===== config.mk =====
export PLATFORM = sky130hd
export DESIGN_NAME = serial_tx_sequencer
export DESIGN_NICKNAME = d
export VERILOG_FILES = /design/src/rtl/serial_tx_pkg.sv /design/src/rtl/serial_tx_baud_tick_gen.sv /design/src/rtl/serial_tx_sequencer.sv
export SDC_FILE = /design/constraint.sdc
export NUM_CORES = 1
export LEC_CHECK = 0
export BUFFER_PORTS_ARGS = -buffer_cell sky130_fd_sc_hd__buf_4
export CAP_MARGIN = 0
export CELL_PAD_IN_SITES_DETAIL_PLACEMENT = 1
export CELL_PAD_IN_SITES_GLOBAL_PLACEMENT = 1
export CORE_MARGIN = 2
export CORE_UTILIZATION = 33
export CTS_CLUSTER_DIAMETER = 30
export DETAILED_ROUTE_END_ITERATION = 8
export PLACE_DENSITY = 0.78
export RECOVER_POWER = 50
export SLEW_MARGIN = 40
export SYNTH_ARGS = -nofsm -noshare
export SYNTH_HDL_FRONTEND = slang
export SYNTH_SLANG_ARGS = --single-unit

===== constraint.sdc =====
create_clock -name clk -period 1.7 [get_ports clk]
set_clock_uncertainty 0.15 [all_clocks]
set_input_delay 0.085 -clock clk [delete_from_list [all_inputs] [get_ports clk]]
set_output_delay 0.085 -clock clk [all_outputs]
set_load 0.02 [all_outputs]

===== src/rtl/serial_tx_pkg.sv =====
// Shared types and constants for the framed serial transmitter.
// Optional parity: define SERIAL_TX_PARITY_EN.
package serial_tx_pkg;

  typedef enum logic [2:0] {
    IDLE,
    START,
    DATA,
    PARITY,
    STOP
  } state_t;

  localparam logic IDLE_LEVEL  = 1'b1;
  localparam logic START_LEVEL = 1'b0;

  localparam int STOP_CNT_W = 1;

  function automatic int cnt_w(input int n);
    return (n < 2) ? 1 : $clog2(n);
  endfunction

endpackage


===== src/rtl/serial_tx_baud_tick_gen.sv =====
// Bit-period timer: one-cycle tick every BAUD_DIV clocks.
// Restarted from zero by clear so a frame's bit grid aligns to accept.
module baud_tick_gen
  import serial_tx_pkg::*;
#(
  parameter int BAUD_DIV = 16
) (
  input  logic clk,
  input  logic reset,
  input  logic clear,
  output logic tick
);

  localparam int BAUD_W = cnt_w(BAUD_DIV);
  localparam logic [BAUD_W-1:0] LAST =
    BAUD_W'(BAUD_DIV - 1);

  logic [BAUD_W-1:0] baud_cnt;

  always_ff @(posedge clk) begin
    if (!reset || clear) begin
      baud_cnt <= '0;
    end else if (baud_cnt == LAST) begin
      baud_cnt <= '0;
    end else begin
      baud_cnt <= baud_cnt + 1'b1;
    end
  end

  assign tick = (baud_cnt == LAST);

endmodule


===== src/rtl/serial_tx_sequencer.sv =====
// Framed MSB-first serial transmitter around a parallel-load shift register.
// Optional even parity bit: define SERIAL_TX_PARITY_EN.
module serial_tx_sequencer
  import serial_tx_pkg::*;
#(
  parameter int WORD_LENGTH = 8,
  parameter int BAUD_DIV    = 16,
  parameter int STOP_BITS   = 1
) (
  input  logic                   clk,
  input  logic                   reset,
  input  logic [WORD_LENGTH-1:0] Data_In,
  input  logic                   Data_Valid,
  output logic                   Data_Ready,
  output logic                   SR_Load,
  output logic                   SR_Shift,
  output logic                   SR_Sync_Reset,
  output logic [WORD_LENGTH-1:0] SR_Parallel_In,
  output logic                   SR_Serial_In,
  input  logic                   SR_Serial_Out,
  output logic                   Tx,
  output logic                   Busy,
  output logic                   Done
);

  localparam int BIT_W = cnt_w(WORD_LENGTH + 1);
  localparam logic [BIT_W-1:0] LAST_BIT =
    BIT_W'(WORD_LENGTH - 1);
  localparam logic [STOP_CNT_W-1:0] LAST_STOP =
    STOP_CNT_W'(STOP_BITS - 1);

  state_t                  state;
  logic [BIT_W-1:0]        bit_cnt;
  logic [STOP_CNT_W-1:0]   stop_cnt;
  logic                    tick;
  logic                    accept;
  logic                    last_stop;
  logic                    tx_level;
  logic                    parity_bit;

  baud_tick_gen #(
    .BAUD_DIV(BAUD_DIV)
  ) u_baud (
    .clk  (clk),
    .reset(reset),
    .clear(accept),
    .tick (tick)
  );

  // Every strobe is gated by reset so outputs go quiet in the reset cycle.
  assign Data_Ready     = reset & (state == IDLE);
  assign accept         = Data_Valid & Data_Ready;
  assign SR_Load        = accept;
  assign SR_Shift       = reset & (state == DATA) & tick;
  assign last_stop      = (state == STOP) & tick &
                          (stop_cnt == LAST_STOP);
  assign Done           = reset & last_stop;
  assign SR_Sync_Reset  = ~reset | last_stop;
  assign Busy           = reset & (state != IDLE);
  assign SR_Parallel_In = Data_In;
  assign SR_Serial_In   = 1'b0;
  assign Tx             = ~reset | tx_level;

`ifdef SERIAL_TX_PARITY_EN
  always_ff @(posedge clk) begin
    if (!reset) begin
      parity_bit <= 1'b0;
    end else if (accept) begin
      parity_bit <= ^Data_In;
    end
  end
`else
  assign parity_bit = IDLE_LEVEL;
`endif

  always_comb begin
    tx_level = IDLE_LEVEL;
    unique case (state)
      IDLE:    tx_level = IDLE_LEVEL;
      START:   tx_level = START_LEVEL;
      DATA:    tx_level = SR_Serial_Out;
      PARITY:  tx_level = parity_bit;
      STOP:    tx_level = IDLE_LEVEL;
      default: tx_level = IDLE_LEVEL;
    endcase
  end

  always_ff @(posedge clk) begin
    if (!reset) begin
      state    <= IDLE;
      bit_cnt  <= '0;
      stop_cnt <= '0;
    end else begin
      unique case (state)
        IDLE: begin
          if (accept) begin
            state    <= START;
            bit_cnt  <= '0;
            stop_cnt <= '0;
          end
        end
        START: begin
          if (tick) state <= DATA;
        end
        DATA: begin
          if (tick) begin
            if (bit_cnt == LAST_BIT) begin
              bit_cnt <= '0;
`ifdef SERIAL_TX_PARITY_EN
              state   <= PARITY;
`else
              state   <= STOP;
`endif
            end else begin
              bit_cnt <= bit_cnt + 1'b1;
            end
          end
        end
        PARITY: begin
          if (tick) state <= STOP;
        end
        STOP: begin
          if (tick) begin
            if (stop_cnt == LAST_STOP) begin
              stop_cnt <= '0;
              state    <= IDLE;
            end else begin
              stop_cnt <= stop_cnt + 1'b1;
            end
          end
        end
        default: state <= IDLE;
      endcase
    end
  end

endmodule


==> results of run 1 <==
## critical path: stages (launching register included)
cell	delay, ns
dfxtp_2	0.37
buf_4	0.17
nor3_4	0.23
and3_1	0.20
buf_4	0.14
## cells in the final DEF, fill, tap and decap left out
| cell type | n |
|---|---|
| dfxtp_2 | 5 |
| and4_1 | 1 |
| and2_1 | 1 |
| nand2b_1 | 1 |
| conb_1 | 1 |
| nand4b_1 | 1 |
| o211ai_1 | 1 |
| a32o_1 | 1 |
| and3_1 | 3 |
| o211a_1 | 1 |
| o21bai_1 | 1 |
| dfxtp_1 | 6 |
| nand3_1 | 3 |
| or3_1 | 1 |
| clkbuf_4 | 3 |
| dlygate4sd3_1 | 2 |
| or4_4 | 1 |
| nor2_8 | 1 |
| ha_1 | 1 |
| nor3_2 | 1 |
| nor2_1 | 8 |
| nor3_1 | 1 |
| nand3_2 | 1 |
| a31oi_1 | 1 |
| xor2_1 | 2 |
| inv_1 | 3 |
| o21ai_0 | 2 |
| nand2_1 | 5 |
| a22oi_1 | 2 |
| and3b_1 | 2 |
| ha_4 | 1 |
| nor3_4 | 1 |
| and2b_1 | 1 |
| nor3b_2 | 1 |
| clkbuf_1 | 1 |
| a21oi_1 | 1 |
| o21ai_2 | 3 |
| buf_4 | 15 |
| a41o_2 | 1 |
## Yosys cell counts (all sizes together)
cell    instances  share of area
o211ai          1          0.011
inv             3          0.016
nor2            9          0.073
or4             1          0.016
ha              2          0.037
a41o            1          0.016
nor3            3          0.022
and3b           2          0.026
and2b           1          0.011
nand2           5          0.027
nand2b          1         0.0092
o21ai           5          0.053
clkbuf          1         0.0055
nor3b           1          0.011
xor2            2          0.026
a22oi           2          0.022
nand3           4          0.029
and2            1         0.0092
buf            11           0.13
a31oi           1         0.0092
dfxtp          11           0.32
o21bai          1          0.011
o211a           1          0.015
a32o            1          0.015
and3            3          0.027
a21oi           1         0.0073
or3             1         0.0092
conb            1         0.0055
and4            1          0.013
nand4b          1          0.013
## area by class of cell
type	instances	area, µm²
fillers	254	1135
multi-input cells	53	396.6
flip-flops and latches	11	226.5
repair buffers	17	132.6
well taps	27	33.78
clock buffers	4	26.28
inverters	3	11.26
## routing by layer
metal,track usage,vias up,part of all wire
li1,-,284,-
met5,0,-,0
met3,0.04545,2,0.043
met4,0.06481,0,0.0023
met2,0.2342,11,0.50
met1,0.1925,293,0.45
## cell families after synthesis
family,after synthesis,synth area share
other cells,1,0.005489
compound gates,14,0.1593
fa+ha+maj,2,0.03662
buf+inv,15,0.1538
simple gates,34,0.2967
flops,11,0.3223
xor+xnor,2,0.02565
## state kept, by name, summed over array words and instances, names as in the netlist
signal	cells
bit_cnt	4
u_baud.baud_cnt	4
state	3
## repair_timing
action | CTS | global route
setup endpoints to repair | 5 | 6
gates resized for setup | 5 | 7
cloned | 0 | 0
pin swaps | 1 | 0
endpoints found under the hold margin | 2 | 0
hold buffers | 2 | 0
## power by group through the flow
stage / Clock, µW / Combinational, µW / Sequential [µW]
5_1_grt: 209 / 96.4 / 277
4_1_cts: 193 / 83.5 / 273
3_3_place_gp: 0 / 74.7 / 278
3_5_place_dp: 0 / 77.2 / 278
2_1_floorplan: 0 / 83.8 / 273
6_report: 186 / 87.9 / 276
## stage by stage
step	TNS [ns]	hold slack, ns	total power, µW
2_1_floorplan	0	0.08330	356.7
3_3_place_gp	0	0.02015	352.5
3_5_place_dp	0	0.02015	355.5
4_1_cts	0	0.02015	549.0
5_1_grt	-0.04078	0.02003	582.2
6_report	0	0.02001	549.9
## path summary, 6_finish.rpt
check | end | cells past startpoint | slack (ns) | from
min reg2reg | u_baud.baud_cnt[0]$_SDFF_PP0_ | 1 | 0.31 | u_baud.baud_cnt[0]$_SDFF_PP0_
min | SR_Parallel_In[0] | 0 | 0.02 | Data_In[0]
max | SR_Load | 4 | 0.09 | state[0]$_SDFFE_PN0P_
max reg2reg | state[2]$_SDFFE_PN0P_ | 5 | 0.10 | bit_cnt[1]$_SDFFE_PN0P_
==> metrics.yaml, run 1 <==
end_kind: "output port"
p_int_uw: 397.6
syn_to_final_growth_pct: 21.06
via_per_inst: 5.130
post_cts_buffers: 0
max-vdd-ir-drop_mv: 0.3054
antenna_cells: 0
numPortBuffers: 10
post_drt_wl_per_cell_um: 14.88
syn_nets: 93
cts_tree: "yes"
antenna_found_initial: 0
grt_pass1_wl_um: 2787
numCtsBuffers: 3
core_area_mm2: 0.001962
core.rowCount: 16
final_nets: 103
worst_ep_required_time_ns: 1.46
globalplace.congestion: 0.7861
ant_nets: 0
fmax_ghz: 0.6193
clk_path_buf_depth: 2
yosys_warnings: 0
grt_max_degree: 13
swShare: 0.2771
start_util: 0.3482
post-route-period-util: 0.9498
setup_slack_ns: 0.08537
dp.cells: 109
place_area_um2: 735.7
h-tree-depth: 1
root_buffer: "clkbuf_4"
drcViolationCount: 0
min_path_type: "primary input to output port"
dp_slack_ns: 0.04281
fin_util: 0.4216
power_density_mw_per_mm2: 664.9
drtIter0Drc: 14
worstPathMaxFanout: 5
io_pins: 28
net-switching-power_uw: 152.4
die_x_um: 49.50
syn_area_um2: 683.2
finalNonFillerCells: 115
synth.distinct_cells: 33
status: "finished, final reports clean"
layout-drive-gt1-share: 0.3864
drt-pass1-iter-count: 4
hold_viol_final: 0
arrival_ns: 1.38
grt_pass1_vias: 586
finalSetupViolations: 0
cp-start-kind: "flip-flop"
dp_hpwl_um: 1184
synth_cells: 79
syn_area_per_cell_um2: 8.648
vias: 590
cts.sinks: 11
routed_wl_um: 1711
crit_type: "flip-flop to output port"
grt_use_total: 0.1504
clk_pin_slew_ns: 0.07
clockPowerShare: 0.339
synth_seq_cells: 11
combPwrFrac: 0.160
clock_latency_ns: 0.27
die_area_mm2: 0.002450
final_cell_area_um2: 827.0
die_h_um: 49.50
grt-ovfl-total: 0
rsz0062_at_grt: "yes"
leakagePower_uw: 0.0003691
drv_slew: 0
drv_cap: 0
pwr-share-seq: 0.501
fin_crit_ns: 1.615
ys_seq_area_frac: 0.3223
Power figures use the tool's default switching activity.
==> run 2: changes to the inputs <==
--- a/config.mk
+++ b/config.mk
@@ -13,9 +13,11 @@
 export CORE_UTILIZATION = 33
 export CTS_CLUSTER_DIAMETER = 30
 export DETAILED_ROUTE_END_ITERATION = 8
-export PLACE_DENSITY = 0.78
+export MAX_ROUTING_LAYER = met4
+export PLACE_DENSITY = 0.83
 export RECOVER_POWER = 50
 export SLEW_MARGIN = 40
 export SYNTH_ARGS = -nofsm -noshare
 export SYNTH_HDL_FRONTEND = slang
+export SYNTH_HIERARCHICAL = 1
 export SYNTH_SLANG_ARGS = --single-unit
==> metrics.yaml, run 2 <==
rsz0062_at_grt: "yes"
synth-edff-count: 0  # unchanged
synthTopCellsByArea: "dfxtp_1 (32%), buf_4 (9.9%), nor3b_1 (5.5%)"
routed_wl_um: 1773  # +3.6%
post-route-period-util: 1.103  # +0.1530
synth.most_common_cell: "dfxtp_1"
relSlewSlack: 0.6536
min_path_cells: 2  # +2
vias: 581  # -1.5%
ff2ff_path_depth: 6  # +1
hold-worst-slack_ns: 0.01886  # -0.001150 ns
multiInputGateArea_um2: 392.9  # -0.95%
max-vdd-ir-drop_mv: 0.3838  # +26%
numPortBuffers: 10  # unchanged
drtIter0Drc: 10  # -4
via_per_inst: 5.009  # -2.4%
post_drt_wl_per_cell_um: 15.28  # +2.7%
cpMaxStageDelayCell: "a2111oi_0"
critPathLaunch: "u_baud/baud_cnt[1]$_SDFF_PP0_"
cp-start-kind: "flip-flop"
r2r-start: "u_baud/baud_cnt[1]$_SDFF_PP0_"
synth_seq_cells: 11  # unchanged
leakagePower_uw: 0.0003663  # -0.76%
final_nets: 104  # +0.97%
yosys_warnings: 6  # +6
crit_buf_inv: 1  # -1
dr.max_layer_used: "met4"
status: "finished, violations left"
cts.sinks: 11  # unchanged
grt-ovfl-total: 0  # unchanged
path_cells: "ha_4 > and3_4 > buf_4 > mux2i_2 > a2111oi_0 > o21ai_0"
crit_type: "flip-flop to flip-flop"
cts_tree: "yes"
mostFrequentLayoutCells: "buf_4 (19), dfxtp_1 (8), nand2_1 (5), nor2b_1 (4), nor3b_1 (4)"
reg_top3: "bit_cnt: 4 flops, u_baud/baud_cnt: 4 flops, state: 3 flops"
clockPowerShare: 0.344  # +0.005
nFillCells: 235  # -7.5%
hold_viol_final: 0  # unchanged
io_pins: 28  # unchanged
die_x_um: 49.38  # -0.25%
drcViolationCount: 0  # unchanged
fin_setup_tns_ns: -0.3289  # -0.3289 ns
ant_nets: 0  # unchanged
worstMarginPinSlew_ns: 0.5065
power_density_mw_per_mm2: 646.9  # -2.7%
async_reset_ff_frac: 0  # unchanged
arrival_ns: 1.86  # +0.48 ns
grt_pass1_vias: 609  # +3.9%
globalplace.congestion: 0.7703  # -2.0%
die_h_um: 49.38  # -0.25%
synthFlopType: "dfxtp_1"
mostFrequentLayoutCell: "buf_4"
antenna_cells: 0  # unchanged
net-switching-power_uw: 154.4  # +1.3%
synth_largest_area_cell: "dfxtp_1"
numCtsBuffers: 3  # unchanged
drv_cap: 0  # unchanged
met3_length_um: 72  # -1.4%
grt_use_total: 0.1581  # +0.007655
critPathMaxStageDelay_ns: 0.50  # +0.13 ns
reg2reg_slack_ns: -0.17  # -0.27 ns
syn_area_per_cell_um2: 9.059  # +4.8%
grt_pass1_wl_um: 2780  # -0.25%
reg2reg_to: "bit_cnt[2]$_SDFFE_PN0P_"
seq_area_um2: 224.0  # -1.1%
clk_path_buf_depth: 2  # unchanged
worstPathMaxFanout: 4  # -1
wl_met2_um: 969  # +13%
combPwrFrac: 0.163  # +0.003
syn_to_final_growth_pct: 26.52
start_util: 0.3499  # +0.001657
h-tree-depth: 1  # unchanged
clk_pin_slew_ns: 0.08  # about the same
yosysTopAreaCellShare: 0.3241  # +0.001781
min_path_type: "primary input to flip-flop"
synth_cells: 75  # -5.1%
clock_latency_ns: 0.28  # about the same
core_area_mm2: 0.001942  # -1.0%
antenna_found_initial: 0  # unchanged
drt-met1-wl_um: 716  # -7.7%
cpLargestDelayFamily: "compound AO/OA/AOI/OAI gates"
syn_nets: 89  # -4.3%
die_area_mm2: 0.002438  # -0.50%
grt_max_degree: 16  # +3
synth_common_cells: "dfxtp_1 (11), buf_4 (9), nand2_1 (5), nor3b_1 (5), nor2b_1 (4)"
finalSetupViolations: 5  # +5
pwr-share-seq: 0.493  # -0.008
core.rowCount: 16  # unchanged
dp_slack_ns: 0.01031  # -0.03250 ns
hp-start: "reset"
fin_util: 0.4427  # +0.02110
fin_crit_ns: 1.875  # +0.2602 ns
drt-pass1-iter-count: 4  # unchanged
layout-drive-gt1-share: 0.4494  # +0.06307
end_kind: "flip-flop"
drv_slew: 0  # unchanged
syn_area_um2: 679.4  # -0.55%
hold_end: "bit_cnt[1]$_SDFFE_PN0P_"
swShare: 0.2777  # +0.0006146
synth.distinct_cells: 34  # +3.0%
p_int_uw: 401.6  # +1.0%
fmax_ghz: 0.5334  # -14%
violations: "setup timing"
worst_ep_required_time_ns: 1.68  # +0.22 ns
root_buffer: "clkbuf_4"
ys_seq_area_frac: 0.3241  # +0.001781
setup_slack_ns: -0.1748  # -0.2602 ns
[run 2: kinds of logic (layout without fill, tap and decap cells)]
logic type	Yosys count	in the layout	share of synthesized area
flops	11	11	0.3241
buf+inv	14	28	0.1510
xor+xnor	2	2	0.02579
other cells	1	1	0.005520
fa+ha+maj	2	2	0.03683
simple gates	33	33	0.3168
mux	2	2	0.03131
compound gates	10	10	0.1086
[run 2: cell type report]
class,count,share of cell area
sequential,11,0.2606
inverter,2,0.008734
multi-input combinational,50,0.4571
tap,27,0.03930
timing repair buffer,22,0.2038
clock buffer,4,0.03057
[run 2: metal layers]
layer,vias to the layer above,GRT usage
li1,284,-
met1,284,0.1767
met2,11,0.2455
met3,2,0.06135
met4,0,0.07870
met5,-,-
[run 2: repair_timing]
action / 4_1_cts / 5_1_grt
hold endpoints to repair: 2 / 0
buffers inserted: 2 / 4
endpoints found under the setup margin: 4 / 6
pin swaps: 0 / 4
gates resized for setup: 8 / 6
hold buffers: 1 / 0
[run 2: worst max path at each step]
stage	end	slack [ns]	cells after the start
2_1_floorplan	bit_cnt[0]$_SDFFE_PN0P_	0.05	5
3_3_place_gp	bit_cnt[3]$_SDFFE_PN0P_	0.08	5
3_5_place_dp	bit_cnt[0]$_SDFFE_PN0P_	0.01	5
4_1_cts	SR_Shift	-0.04	5
5_1_grt	bit_cnt[2]$_SDFFE_PN0P_	-0.26	6
6_report	bit_cnt[2]$_SDFFE_PN0P_	-0.17	6
[run 2: power by group through the flow]
| stage | combinational (µW) | clock [µW] | sequential [µW] |
|---|---|---|---|
| floorplan | 81.5 | 0 | 275 |
| global placement | 77.2 | 0 | 276 |
| detailed placement | 80.6 | 0 | 277 |
| CTS | 85.6 | 198 | 274 |
| global route | 100 | 211 | 275 |
| finish | 90.9 | 191 | 274 |
[run 2: through the flow]
step	power, µW	cell area (µm²)	cells
2_1_floorplan	356.2	679.4	75
3_3_place_gp	353.2	730.7	105
3_5_place_dp	357.4	730.7	105
4_1_cts	557.7	812.0	112
5_1_grt	586.5	859.6	116
6_report	556.0	859.6	116
==> run 3: changes to the inputs <==
--- a/config.mk
+++ b/config.mk
@@ -14,10 +14,9 @@
 export CTS_CLUSTER_DIAMETER = 30
 export DETAILED_ROUTE_END_ITERATION = 8
 export MAX_ROUTING_LAYER = met4
-export PLACE_DENSITY = 0.83
+export PLACE_DENSITY = 0.84
 export RECOVER_POWER = 50
 export SLEW_MARGIN = 40
 export SYNTH_ARGS = -nofsm -noshare
 export SYNTH_HDL_FRONTEND = slang
-export SYNTH_HIERARCHICAL = 1
 export SYNTH_SLANG_ARGS = --single-unit
==> metrics.yaml, run 3 (synthesized netlist as in run 1, its figures left out) <==
combPwrFrac: 0.146  # -0.017
min_path_type: "primary input to output port"
multiInputGateArea_um2: 385.4  # -1.9%
pwr-share-seq: 0.514  # +0.021
max-vdd-ir-drop_mv: 0.3415  # -11%
clockPowerShare: 0.340  # -0.004
dp_hpwl_um: 1159
fin_crit_ns: 1.611  # -0.2633 ns
setup_slack_ns: 0.08856  # +0.2633 ns
numCtsBuffers: 3  # unchanged
grt_max_degree: 13  # -3
vias: 576  # -0.86%
die_area_mm2: 0.002450  # +0.51%
dp_slack_ns: 0.03234  # +0.02204 ns
mostFrequentLayoutCell: "buf_4"
routed_wl_um: 1528  # -14%
fin_util: 0.4114  # -0.03130
drtIter0Drc: 3  # -7
cpMaxStageDelayCell: "dfxtp_2"
post_cts_buffers: 0  # -2
drt-pass1-iter-count: 4  # unchanged
grt-ovfl-total: 0  # unchanged
reg_top3: "bit_cnt: 4 flops, u_baud.baud_cnt: 4 flops, state: 3 flops"
power_density_mw_per_mm2: 666.9  # +3.1%
crit_type: "flip-flop to output port"
crit_buf_inv: 2  # +1
arrival_ns: 1.38  # -0.48 ns
rsz0062_at_grt: "yes"
via_per_inst: 5.053  # +0.88%
worst_ep_required_time_ns: 1.46  # -0.22 ns
status: "finished, final reports clean"
path_cells: "ha_4 > and3_1 > buf_4 > nand2_1 > nor2_1 > buf_4"
grt_use_total: 0.1525  # -0.005616
cp_common_cell: "buf_4"
cp-start-kind: "flip-flop"
nFillCells: 251  # +6.8%
syn_to_final_growth_pct: 18.13
root_buffer: "clkbuf_4"
net-switching-power_uw: 144.7  # -6.3%
end_kind: "output port"
ant_nets: 0  # unchanged
finalNonFillerCells: 114  # -1.7%
cts_tree: "yes"
layout-drive-gt1-share: 0.3563  # -0.09312
h-tree-depth: 1  # unchanged
die_h_um: 49.50  # +0.25%
start_util: 0.3482  # -0.001657
leakagePower_uw: 0.0003606  # -1.6%
total_power_uw: 538.2  # -3.2%
post-route-period-util: 0.9479  # -0.1549
critPathMaxStageDelay_ns: 0.36  # -0.14 ns
worstPathMaxFanout: 4  # unchanged
grt_pass1_vias: 575  # -5.6%
antenna_cells: 0  # unchanged
fmax_ghz: 0.6206  # +16%
post_drt_wl_per_cell_um: 13.40  # -12%
drv_cap: 0  # unchanged
dp.cells: 108  # +2.9%
drv_slew: 0  # unchanged
clock_latency_ns: 0.28  # about the same
swShare: 0.2688  # -0.008881
seq_area_um2: 225.2  # +0.56%
io_pins: 28  # unchanged
numPortBuffers: 10  # unchanged
cpLargestDelayFamily: "flip-flops"
globalplace.congestion: 0.7835  # +1.7%
grt_pass1_wl_um: 2704  # -2.7%
core.rowCount: 16  # unchanged
clk_pin_slew_ns: 0.07  # about the same
mostFrequentLayoutCells: "buf_4 (14), nor2_1 (8), dfxtp_1 (7), nand2_1 (5)"
hold_viol_final: 0  # unchanged
p_int_uw: 393.6  # -2.0%
cts.sinks: 11  # unchanged
drcViolationCount: 0  # unchanged
antenna_found_initial: 0  # unchanged
clk_path_buf_depth: 2  # unchanged
die_x_um: 49.50  # +0.25%
core_area_mm2: 0.001962  # +1.0%
finalSetupViolations: 0  # -5
final_nets: 102  # -1.9%
-- run 3: cell types whose count changed in the layout (fill, tap and decap cells not counted), sizes merged, moves of 4 or more --
cell and change:
nor3b -4, nor2b -4, nor2 +5, buf -7
-- run 3: layout make-up --
| cell class | instances | area share |
|---|---|---|
| sequential | 11 | 0.2791 |
| multi-input combinational | 53 | 0.4775 |
| tap | 27 | 0.04186 |
| timing repair buffer | 16 | 0.1550 |
| clock buffer | 4 | 0.03256 |
| inverter | 3 | 0.01395 |
-- run 3: path summary, 6_finish.rpt --
path / startpoint / end / slack, ns / cells past startpoint
setup reg to reg: state[0]$_SDFFE_PN0P_ / bit_cnt[3]$_SDFFE_PN0P_ / 0.09 / 4
setup / recovery: u_baud.baud_cnt[0]$_SDFF_PP0_ / Done / 0.09 / 6
hold / removal: Data_In[5] / SR_Parallel_In[5] / 0.02 / 0
hold reg to reg: u_baud.baud_cnt[0]$_SDFF_PP0_ / u_baud.baud_cnt[0]$_SDFF_PP0_ / 0.29 / 1
-- run 3: power groups by stage --
| stage | Sequential (µW) | Combinational (µW) | Clock [µW] |
|---|---|---|---|
| 2_1_floorplan | 273 | 83.8 | 0 |
| 3_3_place_gp | 279 | 70.1 | 0 |
| 3_5_place_dp | 280 | 72.3 | 0 |
| 4_1_cts | 276 | 79.1 | 198 |
| 5_1_grt | 279 | 87.9 | 206 |
| 6_report | 277 | 78.5 | 183 |
-- run 3: what timing repair did --
action | in CTS | in global routing
gates resized for setup | 4 | 5
hold buffers | 2 | 0
hold endpoints to repair | 6 | 0
setup endpoints to repair | 4 | 5
pin swaps | 1 | 0
-- run 3: metal layers --
layer	routed length [µm]	global-route usage	share of wire	vias up
met4	46	0.09722	0.030	0
li1	-	-	-	285
met5	0	-	0	-
met2	727	0.2387	0.48	17
met3	110	0.06061	0.072	6
met1	642	0.1599	0.42	268
-- run 3: per-stage QoR --
stage | setup TNS [ns] | hold WS [ns] | area [µm²]
after floorplan | 0 | 0.08330 | 683.2
after global placement | 0 | 0.02015 | 728.2
final | 0 | 0.02001 | 807.0
after detailed placement | 0 | 0.02015 | 728.2
after global routing | -0.09174 | 0.02003 | 807.0
after CTS | 0 | 0.02015 | 797.0
